## src/rtl/counter_ram_pkg.sv

```systemverilog
// Shared types for the counter RAM scheduler: operation codes, FSM states and op-field width.
package counter_ram_pkg;

  localparam int OP_W = 2;

  typedef enum logic [OP_W-1:0] {
    OP_READ  = 2'b00,
    OP_INC   = 2'b01,
    OP_CLEAR = 2'b10,
    OP_RSVD  = 2'b11
  } op_t;

  typedef enum logic [1:0] {
    INIT = 2'b00,
    ARB  = 2'b01,
    EXEC = 2'b10
  } state_t;

  // True for the ops that strobe a write into the counter RAM.
  function automatic logic op_writes(input op_t op);
    return (op == OP_INC) || (op == OP_CLEAR);
  endfunction

endpackage

```

## src/rtl/counter_ram_sched_if.sv

```systemverilog
// Requester-side bundle of the scheduler: per-source request/op/address in, grant and results out.
interface counter_ram_sched_if
  import counter_ram_pkg::*;
#(
  parameter int ADDR_W = 6,
  parameter int CNT_W  = 4,
  parameter int N_REQ  = 4
) ();

  logic [N_REQ-1:0]        req_i;
  logic [OP_W*N_REQ-1:0]   op_i;
  logic [ADDR_W*N_REQ-1:0] addr_i;
  logic [N_REQ-1:0]        ack_o;
  logic [CNT_W-1:0]        rdata_o;
  logic                    ovf_o;
  logic                    busy_o;

  modport master (
    output req_i, op_i, addr_i,
    input  ack_o, rdata_o, ovf_o, busy_o
  );

  modport slave (
    input  req_i, op_i, addr_i,
    output ack_o, rdata_o, ovf_o, busy_o
  );

endinterface

```

## src/rtl/rr_arbiter.sv

```systemverilog
// Combinational round-robin pick: first requester at or after ptr, wrapping modulo N_REQ.
module rr_arbiter #(
  parameter int N_REQ = 4,
  parameter int IDX_W = $clog2(N_REQ)
) (
  input  logic [N_REQ-1:0] req,
  input  logic [IDX_W-1:0] ptr,
  output logic [N_REQ-1:0] grant,
  output logic [IDX_W-1:0] winner
);

  logic [IDX_W-1:0] idx_s;

  // Scan from the farthest candidate back to ptr so the closest pending one is written last.
  always_comb begin
    winner = '0;
    grant  = '0;
    idx_s  = '0;
    for (int k = N_REQ - 1; k >= 0; k--) begin
      idx_s = IDX_W'((int'(ptr) + k) % N_REQ);
      if (req[idx_s]) begin
        winner = idx_s;
      end else begin
        winner = winner;
      end
    end
    if (|req) begin
      grant[winner] = 1'b1;
    end else begin
      grant = '0;
    end
  end

endmodule

```

## src/rtl/counter_ram_sched.sv

```systemverilog
// Round-robin scheduler sharing one counter RAM port among N_REQ sources; clears the RAM after reset.
module counter_ram_sched
  import counter_ram_pkg::*;
#(
  parameter int ADDR_W = 6,
  parameter int CNT_W  = 4,
  parameter int N_REQ  = 4
) (
  input  logic                clk,
  input  logic                gen_reset,
  counter_ram_sched_if.slave  bus,
  output logic                ram_write_enable,
  output logic [ADDR_W-1:0]   ram_adress,
  output logic                ram_count_read,
  output logic                ram_count_reset,
  input  logic [CNT_W-1:0]    ram_count_out
);

  localparam int IDX_W = $clog2(N_REQ);

  state_t            state_r, state_s;
  logic [ADDR_W-1:0] sweep_r;
  logic [IDX_W-1:0]  ptr_r;
  logic [IDX_W-1:0]  win_r;
  op_t               op_r;
  logic [ADDR_W-1:0] addr_r;
  logic [CNT_W-1:0]  rdata_r;
  logic              ovf_r;

  logic [N_REQ-1:0]  grant_s;
  logic [IDX_W-1:0]  win_s;
  op_t               sel_op_s;
  logic [ADDR_W-1:0] sel_addr_s;
  logic [N_REQ-1:0]  ack_s;
  logic              busy_s;

  rr_arbiter #(.N_REQ(N_REQ), .IDX_W(IDX_W)) u_arb (
    .req    (bus.req_i),
    .ptr    (ptr_r),
    .grant  (grant_s),
    .winner (win_s)
  );

  assign sel_op_s   = op_t'(bus.op_i[int'(win_s)*OP_W +: OP_W]);
  assign sel_addr_s = bus.addr_i[int'(win_s)*ADDR_W +: ADDR_W];

  // State register.
  always_ff @(posedge clk or posedge gen_reset) begin
    if (gen_reset) begin
      state_r <= INIT;
    end else begin
      state_r <= state_s;
    end
  end

  // Next-state logic: sweep until the last entry, then alternate ARB/EXEC per served request.
  always_comb begin
    state_s = state_r;
    case (state_r)
      INIT: begin
        if (sweep_r == {ADDR_W{1'b1}}) begin
          state_s = ARB;
        end else begin
          state_s = INIT;
        end
      end
      ARB: begin
        if (|grant_s) begin
          state_s = EXEC;
        end else begin
          state_s = ARB;
        end
      end
      EXEC:    state_s = ARB;
      default: state_s = INIT;
    endcase
  end

  // Datapath registers: sweep index, latched request, results and round-robin pointer.
  always_ff @(posedge clk or posedge gen_reset) begin
    if (gen_reset) begin
      sweep_r <= '0;
      ptr_r   <= '0;
      win_r   <= '0;
      op_r    <= OP_READ;
      addr_r  <= '0;
      rdata_r <= '0;
      ovf_r   <= 1'b0;
    end else begin
      ovf_r <= 1'b0;
      case (state_r)
        INIT: sweep_r <= sweep_r + ADDR_W'(1);
        ARB: begin
          if (|grant_s) begin
            win_r  <= win_s;
            op_r   <= sel_op_s;
            addr_r <= sel_addr_s;
          end
        end
        EXEC: begin
          // The RAM read is asynchronous, so this is the count before the update lands.
          rdata_r <= ram_count_out;
          ovf_r   <= (op_r == OP_INC) && (&ram_count_out);
          if (win_r == IDX_W'(N_REQ - 1)) begin
            ptr_r <= '0;
          end else begin
            ptr_r <= win_r + IDX_W'(1);
          end
        end
        default: ;
      endcase
    end
  end

  // Output decode from the state register; the sweep strobes are gated while reset is held.
  always_comb begin
    ack_s            = '0;
    busy_s           = 1'b0;
    ram_write_enable = 1'b0;
    ram_count_read   = 1'b0;
    ram_count_reset  = 1'b0;
    ram_adress       = '0;
    case (state_r)
      INIT: begin
        busy_s     = 1'b1;
        ram_adress = sweep_r;
        if (!gen_reset) begin
          ram_write_enable = 1'b1;
          ram_count_reset  = 1'b1;
        end else begin
          ram_write_enable = 1'b0;
          ram_count_reset  = 1'b0;
        end
      end
      ARB: begin
        ram_adress = '0;
      end
      EXEC: begin
        ram_adress   = addr_r;
        ack_s[win_r] = 1'b1;
        ram_write_enable = op_writes(op_r);
        ram_count_read   = (op_r == OP_INC);
        ram_count_reset  = (op_r == OP_CLEAR);
      end
      default: begin
        ack_s = '0;
      end
    endcase
  end

  assign bus.ack_o   = ack_s;
  assign bus.busy_o  = busy_s;
  assign bus.rdata_o = rdata_r;
  assign bus.ovf_o   = ovf_r;

endmodule
```

## src/flat_wrapper.sv

```systemverilog
// flat-port wrapper written by rule: the top's interface ports become plain ports
module counter_ram_sched_flat import counter_ram_pkg::*;
#(
  parameter int ADDR_W = 6,
  parameter int CNT_W  = 4,
  parameter int N_REQ  = 4
)
  (clk, gen_reset, ram_write_enable, ram_adress, ram_count_read, ram_count_reset, ram_count_out, bus_req_i, bus_op_i, bus_addr_i, bus_ack_o, bus_rdata_o, bus_ovf_o, bus_busy_o);
  counter_ram_sched_if #(.ADDR_W(ADDR_W), .CNT_W(CNT_W), .N_REQ(N_REQ)) bus_i ();
  input  logic clk;
  input  logic gen_reset;
  output logic ram_write_enable;
  output logic [ADDR_W-1:0] ram_adress;
  output logic ram_count_read;
  output logic ram_count_reset;
  input  logic [CNT_W-1:0] ram_count_out;
  input wire logic [$bits(bus_i.req_i)-1:0] bus_req_i;
  input wire logic [$bits(bus_i.op_i)-1:0] bus_op_i;
  input wire logic [$bits(bus_i.addr_i)-1:0] bus_addr_i;
  output wire logic [$bits(bus_i.ack_o)-1:0] bus_ack_o;
  output wire logic [$bits(bus_i.rdata_o)-1:0] bus_rdata_o;
  output wire logic [$bits(bus_i.ovf_o)-1:0] bus_ovf_o;
  output wire logic [$bits(bus_i.busy_o)-1:0] bus_busy_o;
  assign bus_i.req_i = bus_req_i;
  assign bus_i.op_i = bus_op_i;
  assign bus_i.addr_i = bus_addr_i;
  assign bus_ack_o = bus_i.ack_o;
  assign bus_rdata_o = bus_i.rdata_o;
  assign bus_ovf_o = bus_i.ovf_o;
  assign bus_busy_o = bus_i.busy_o;
  counter_ram_sched #(.ADDR_W(ADDR_W), .CNT_W(CNT_W), .N_REQ(N_REQ)) u_core (.clk(clk), .gen_reset(gen_reset), .bus(bus_i), .ram_write_enable(ram_write_enable), .ram_adress(ram_adress), .ram_count_read(ram_count_read), .ram_count_reset(ram_count_reset), .ram_count_out(ram_count_out));
endmodule
```

## config.mk

```make
export PLATFORM = sky130hd
export DESIGN_NAME = counter_ram_sched_flat
export DESIGN_NICKNAME = d
export VERILOG_FILES = /design/src/rtl/counter_ram_pkg.sv /design/src/rtl/counter_ram_sched_if.sv /design/src/rtl/rr_arbiter.sv /design/src/rtl/counter_ram_sched.sv /design/src/flat_wrapper.sv
export SDC_FILE = /design/constraint.sdc
export NUM_CORES = 1
export LEC_CHECK = 0
export ABC_CLOCK_PERIOD_IN_PS = 2100
export BUFFER_PORTS_ARGS = -buffer_cell sky130_fd_sc_hd__buf_2
export CORE_MARGIN = 2
export CORE_UTILIZATION = 45
export CTS_CLUSTER_DIAMETER = 150
export DETAILED_ROUTE_END_ITERATION = 7
export PLACE_DENSITY = 0.78
export SYNTH_ARGS = -nofsm -noshare
export SYNTH_HDL_FRONTEND = slang
export SYNTH_HIERARCHICAL = 1
export SYNTH_SLANG_ARGS = --single-unit
export TNS_END_PERCENT = 1
```

## constraint.sdc

```tcl
create_clock -name clk -period 2.1 [get_ports clk]
set_input_delay 0.21 -clock clk [delete_from_list [all_inputs] [get_ports clk]]
set_output_delay 0.21 -clock clk [all_outputs]
set_load 0.02 [all_outputs]
```

-- Yosys cells after proc, flatten, opt, wreduce, memory -nomap -nowiden
Index checks and enable logic that the tools add are counted.
- add/sub/neg operators: 5
- multiply operators: 1
- divide/modulo/power cells: 0
- $lt $le $gt $ge: 8
- eq/ne operators: 6
- shift operators: 2
- mux-type cells: 29
- bitwise gates (word level): 0
- reductions and logical operators: 9
- operators by type and width (kind ; count):
    24-bit by 32-bit indexed part select with 6-bit output ; 1
    2-bit by 3-bit less-than comparator with 1-bit output, second input constant ; 6
    2-bit 2-to-1 mux ; 6
    6-bit case mux with 2 select lines ; 1
    1-bit 2-to-1 mux ; 11
    1-bit binary-select mux with 2-bit select ; 4
    4-bit 2-to-1 mux ; 2
    4-bit OR reduction ; 2
    8-bit by 4-bit indexed part select with 2-bit output ; 1
    6-bit by 1-bit adder with 6-bit output, second input constant ; 1
    2-bit == test, second input constant ; 3
    6-bit == test, second input constant ; 1
    2-bit case mux with 3 select lines ; 1
    2-bit by 1-bit adder with 2-bit output, second input constant ; 2
    2-bit adder, second input constant ; 2
    1-bit demux with 2-bit select ; 2
    2-bit by 1-bit == test with 1-bit output, second input constant ; 2
    2-bit by 1-bit greater-or-equal comparator with 1-bit output, second input constant ; 2
    2-bit by 2-bit multiplier with 4-bit output, second input constant ; 1
    1-bit case mux with 2 select lines ; 2
    4-bit AND reduction ; 1
    1-bit logical AND ; 3
    2-bit zero test ; 1
    2-bit AND reduction ; 1
    1-bit logical OR ; 1
- register bits: 25
- bits in latches: 0
- RAM bits: 0
- memory bits (read-only): 0
- output and inout port bits: 19
- logic and storage cells: 68
- memories: 0

-- Longest topological paths before layout
- depth in word-level cells: 15
- mapped depth: 8

-- Cells and area by module
Netlist, hierarchy kept.
- modules (own cells, without submodules) (module ; instances ; cells each ; area an instance (um2)):
    counter_ram_sched ; 1 ; 112 ; 1473.9
    rr_arbiter ; 1 ; 31 ; 203.9

-- Least setup slack after synthesis
OpenSTA, ideal clock, no wires.
- kind: flip-flop to flip-flop
- start point: reg u_core.ptr_r[1]
- end point: reg u_core.addr_r[0]
- library setup time: 0.125 ns
- arrival time: 1.834 ns
- required time: 1.975 ns
- path slack: 0.141 ns
- stages on the path, launching flop included: 8
- path buffers: 2
- path through: dfrtp_1 buf_6 a21boi_0 o22ai_1 a31oi_1 buf_6 mux4_2 mux2_4
- longest elaborated chain between the ends: 14
- ends and longest elaborated chain (what ; line ; text):
    start: declaration ; counter_ram_sched.sv:23 ; logic [IDX_W-1:0] ptr_r;
    start signal: assignment ; counter_ram_sched.sv:107 ; ptr_r <= win_r + IDX_W'(1);
    2-bit adder ; rr_arbiter.sv:20 ; idx_s = IDX_W'((int'(ptr) + k) % N_REQ);
    1-bit binary-select mux with 2-bit select ; rr_arbiter.sv:21 ; if (req[idx_s]) begin
    1-bit 2-to-1 mux (implied by the code) ; rr_arbiter.sv:21 ;
    2-bit 2-to-1 mux (3 in series) ; rr_arbiter.sv:21 ;
    2-bit 2-to-1 mux * ; rr_arbiter.sv:21 ;
    net u_core.win_s[0] ; counter_ram_sched.sv:31 ; logic [IDX_W-1:0] win_s;
    parallel branches: the longest is 7 deep, another holds 2-bit by 2-bit multiplier with 4-bit output ; n/a ;
    end signal: assignment ; counter_ram_sched.sv:97 ; addr_r <= sel_addr_s;
    end: declaration ; counter_ram_sched.sv:26 ; logic [ADDR_W-1:0] addr_r;
Mark *: on every way through the listed nets, which the timed path passes. The select of a mux whose other input is x is not followed.
A chain may end at the register's enable or synchronous reset.

-- Worst setup path after layout
- start point: reg u_core.ptr_r[1]
- end point: reg u_core.win_r[1]
- longest elaborated chain between the ends: 14
- ends and longest elaborated chain (what ; line ; text):
    2-bit adder ; rr_arbiter.sv:20 ;
    1-bit binary-select mux with 2-bit select ; rr_arbiter.sv:21 ;
    1-bit 2-to-1 mux (implied by the code) ; rr_arbiter.sv:21 ;
    2-bit 2-to-1 mux (3 in series) ; rr_arbiter.sv:21 ;
    2-bit 2-to-1 mux * ; rr_arbiter.sv:21 ;
    2-bit by 3-bit less-than comparator with 1-bit output (implied by the code) / 2-bit by 1-bit greater-or-equal comparator with 1-bit output (equally long branches) ; rr_arbiter.sv:28 ; grant[winner] = 1'b1;
    1-bit logical AND (implied by the code) ; rr_arbiter.sv:28 ;
    1-bit 2-to-1 mux (implied by the code) ; rr_arbiter.sv:28 ;
    1-bit demux with 2-bit select * ; rr_arbiter.sv:28 ;
    4-bit 2-to-1 mux * ; rr_arbiter.sv:27 ; if (|req) begin
    net u_core.grant_s[3] ; counter_ram_sched.sv:30 ; logic [N_REQ-1:0] grant_s;
    4-bit OR reduction * ; counter_ram_sched.sv:94 ; if (|grant_s) begin
    2-bit AND reduction (no source line) * ; n/a ;
    end signal: assignment ; counter_ram_sched.sv:95 ; win_r <= win_s;
    end: declaration ; counter_ram_sched.sv:24 ; logic [IDX_W-1:0] win_r;
The timed path passes the listed nets; every way through them passes the cells marked *. The select of a mux whose other input is x is not followed.

==> results.py <==
metrics = {
    "clocking": {
        "cts_buffers": 3,
        "numClockSinks": 25,
        "htreeDepth": 1,
        "cts.clk_slew.worst_paths_ps": 90,
        "cts_tree": "done",
        "clk_latency_ps": 260,
        "clockRootBuffer": "clkbuf_8",
        "clockBufferDepth": 2,
    },
    "floorplanning": {
        "core-area_um2": 3630,
        "dieHeight_um": 65.1,
        "dieArea_um2": 4230,
        "rows": 22,
        "io_pins": 61,
        "dieWidth_um": 65.1,
        "initial_core_util": 0.462,
    },
    "pwr": {
        "p_per_area_nw_per_um2": 1460,
        "pwr-share-seq": 0.330,
        "comb_power_share": 0.577,
        "power.share.clock": 0.094,
        "cellLeakagePower_nw": 1.05,
        "cell_internal_pwr_mw": 1.80,
        "power.switching_mw": 1.26,
        "power.total_mw": 3.07,
        "ir_drop_v": 0.000503,
        "switching_share": 0.412,
    },
    "placement": {
        "portBuffers": 60,
        "gp_congestion": 0.803,
        "placed_cells": 248,
        "dpl.hpwl_mm": 2.77,
    },
    "timing": {
        "fin_crit_ps": 2020,
        "hold_viol_final": 0,
        "rsz0062_at_grt": "yes",
        "setup_viol": 0,
        "post-route-period-util": 0.960,
        "slew_headroom": 0.658,
        "drv_slew": 0,
        "fmax_mhz": 496,
        "worst_slew_pin_slew_ps": 512,
        "finClkSkew_ps": 2.97,
    },
    "synthesis": {
        "synth-main-ff-cell": "dfrtp_1",
        "ys_top_cells_by_count": "25 x dfrtp_1, 12 x inv_1, 11 x nor2_1",
        "synth_area_leaders": "dfrtp_1 37%, mux4_2 11%, mux2_4 8.1%",
        "synthesis.area_um2": 1680,
        "netlist_instances": 143,
        "syn_area_per_cell_um2": 11.7,
        "synth_edf_count": 0,
        "yosysWarnings": 6,
        "async_flop_share": 1.00,
        "synth_fp_nets": 192,
        "synth_top_area_frac": 0.373,
        "ys_types": 35,
        "ys_ff_latch": 25,
        "yosysMostFrequentCell": "dfrtp_1",
        "synth_top_cell_by_area": "dfrtp_1",
        "ys_seq_area_frac": 0.373,
    },
    "global_route": {
        "gr-usage-all-layers": 0.169,
        "grt_pass1_vias": 1171,
        "antenna_found_initial": 0,
        "grt_first_pass_wirelength_mm": 5.51,
        "overflow": 0,
        "grt_start_max_net_pins": 20,
    },
    "critical_path": {
        "cpMaxStageDelayCell": "dfrtp_2",
        "path_class": "flip-flop to flip-flop",
        "r2r_cells": 8,
        "cp_num_buf_inv": 3,
        "max_stage_delay_ps": 450,
        "crit_fanout": 6,
        "critPathTopFamily": "flip-flops",
        "cp-start-kind": "flip-flop",
        "endpoint_kind": "flip-flop",
        "crit_chain": "buf_4, inv_2, a21oi_1, o221a_2, nor4_4, nor3b_2, buf_4, mux2_4",
        "crit_top_cell": "buf_4",
        "cp.arrival_ps": 2170,
        "crit_required_ps": 2250,
        "crit_cells": 8,
    },
    "drt": {
        "avgViaCountPerCell": 5.02,
        "drt_first_pass_iters": 4,
        "vias": 1284,
        "postRouteAntennaNets": 0,
        "drcViolationCount": 0,
        "drt_wl_total_mm": 3.49,
        "wl_per_cell_um": 13.6,
        "drtIter0Drc": 66,
    },
    "final_layout": {
        "diodes": 0,
        "drive_gt1_frac": 0.514,
        "nNetsFinal": 258,
        "final_util": 0.579,
        "fillers": 339,
        "final_cells": 256,
        "area_growth_pct": 25.4,
    },
    "run": {
        "cap_viol_max_count": 0,
    },
    "worst_hold_path": {
        "holdPathStages": 3,
        "hold_path.class": "primary input to flip-flop",
    },
    "outcome": {
        "status": "finished clean",
    },
}
## worst reg2reg max path, delay by kind of cell, from the launching register on
kind                   cells  cell delay [ps]
buffers and inverters      3              420
and+or+nand+nor            2              420
DFF                        1              450
muxes                      1              290
AOI/OAI and AO/OA          2              330
## cells by family (layout without fill, tap and decap cells)
logic type                 after synthesis  count (layout)  synth area share
AOI/OAI and AO/OA                       21              21            0.0850
xor gates and xnor gates                 5               5            0.0261
adders and majority gates                7               7            0.0522
buffers and inverters                   22              87            0.0753
DFF                                     25              25             0.373
muxes                                   32              32             0.283
and+or+nand+nor                         31              31             0.105
## what timing repair did
item                       in CTS  in global routing
setup endpoints to repair       7                 10
pin swaps                       0                  1
gates cloned                    0                  1
hold endpoints to repair        6                  0
setup buffers                   0                  2
resized for setup               1                  9
hold buffers                    1                  0
## state kept, by name (all words and copies together) (netlist names)
register / flops
u_core/addr_r: 6
u_core/bus.rdata_o: 4
u_core/ptr_r: 2
u_core/bus.ovf_o: 1
u_core/sweep_r: 6
u_core/op_r: 2
u_core/win_r: 2
u_core/state_r: 2
## path summary, 6_finish.rpt
kind / startpoint / to / slack (ps)
worst max-delay path: u_core/ptr_r[1]$_DFFE_PP0P_ / u_core/win_r[1]$_DFFE_PP0P_ / 80
worst min-delay path: ram_count_out[0] / u_core/bus.ovf_o$_DFF_PP0_ / 190
worst max register to register: u_core/ptr_r[1]$_DFFE_PP0P_ / u_core/win_r[1]$_DFFE_PP0P_ / 80
worst min register to register: u_core/sweep_r[5]$_DFFE_PP0P_ / u_core/sweep_r[5]$_DFFE_PP0P_ / 500
max in group asynchronous: gen_reset / u_core/ptr_r[1]$_DFFE_PP0P_ / 1140
min in group asynchronous: gen_reset / u_core/bus.ovf_o$_DFF_PP0_ / 420
## stage by stage
stage / cell area (um2) / setup TNS (ps) / hold WS, ps / worst slack (ps)
3_3_place_gp: 2010 / 0 / 152 / 79.1
6_report: 2100 / 0 / 190 / 83.6
3_5_place_dp: 2010 / 0 / 159 / 24.7
4_1_cts: 2070 / 0 / 187 / 3.71
2_1_floorplan: 1680 / 0 / 237 / 141
5_1_grt: 2100 / -59.9 / 190 / -22.4
## power by group through the flow
stage	logic (mW)	clock network (mW)	registers [mW]
floorplan	1.38	0	0.937
global placement	1.66	0	1.01
detailed placement	1.71	0	1.03
CTS	1.72	0.296	1.02
global route	1.94	0.313	1.06
finish	1.77	0.288	1.01
## routing by layer
| layer | share of wire | track usage | up-vias |
|---|---|---|---|
| li1 | - | - | 635 |
| met1 | 0.45 | 0.235 | 600 |
| met2 | 0.48 | 0.276 | 47 |
| met3 | 0.057 | 0.0278 | 2 |
| met4 | 0.0089 | 0.0469 | 0 |
| met5 | 0 | 0 | - |
## layout by cell type, fill, tap and decap left out, drive strengths merged, types with 2 or more instances in the layout
master	instances
clkbuf	4
nand2	4
nand4	3
and2	5
and3	2
xnor2	4
nor2	12
nor2b	2
mux2	17
o221a	2
ha	7
o21ai	4
inv	12
buf	69
a21boi	2
a21oi	6
dfrtp	25
mux4	8
mux2i	7
## layout make-up
class | instances | area, um2 | area share
clock buffer | 3 | 41.3 | 0.0196
clock inverter | 1 | 7.51 | 0.00357
inverter | 12 | 45.0 | 0.0214
multi-input combinational | 96 | 932 | 0.443
sequential | 25 | 627 | 0.298
tap | 48 | 60.1 | 0.0286
timing repair buffer | 71 | 390 | 0.186
Power figures use the tool's default switching activity.
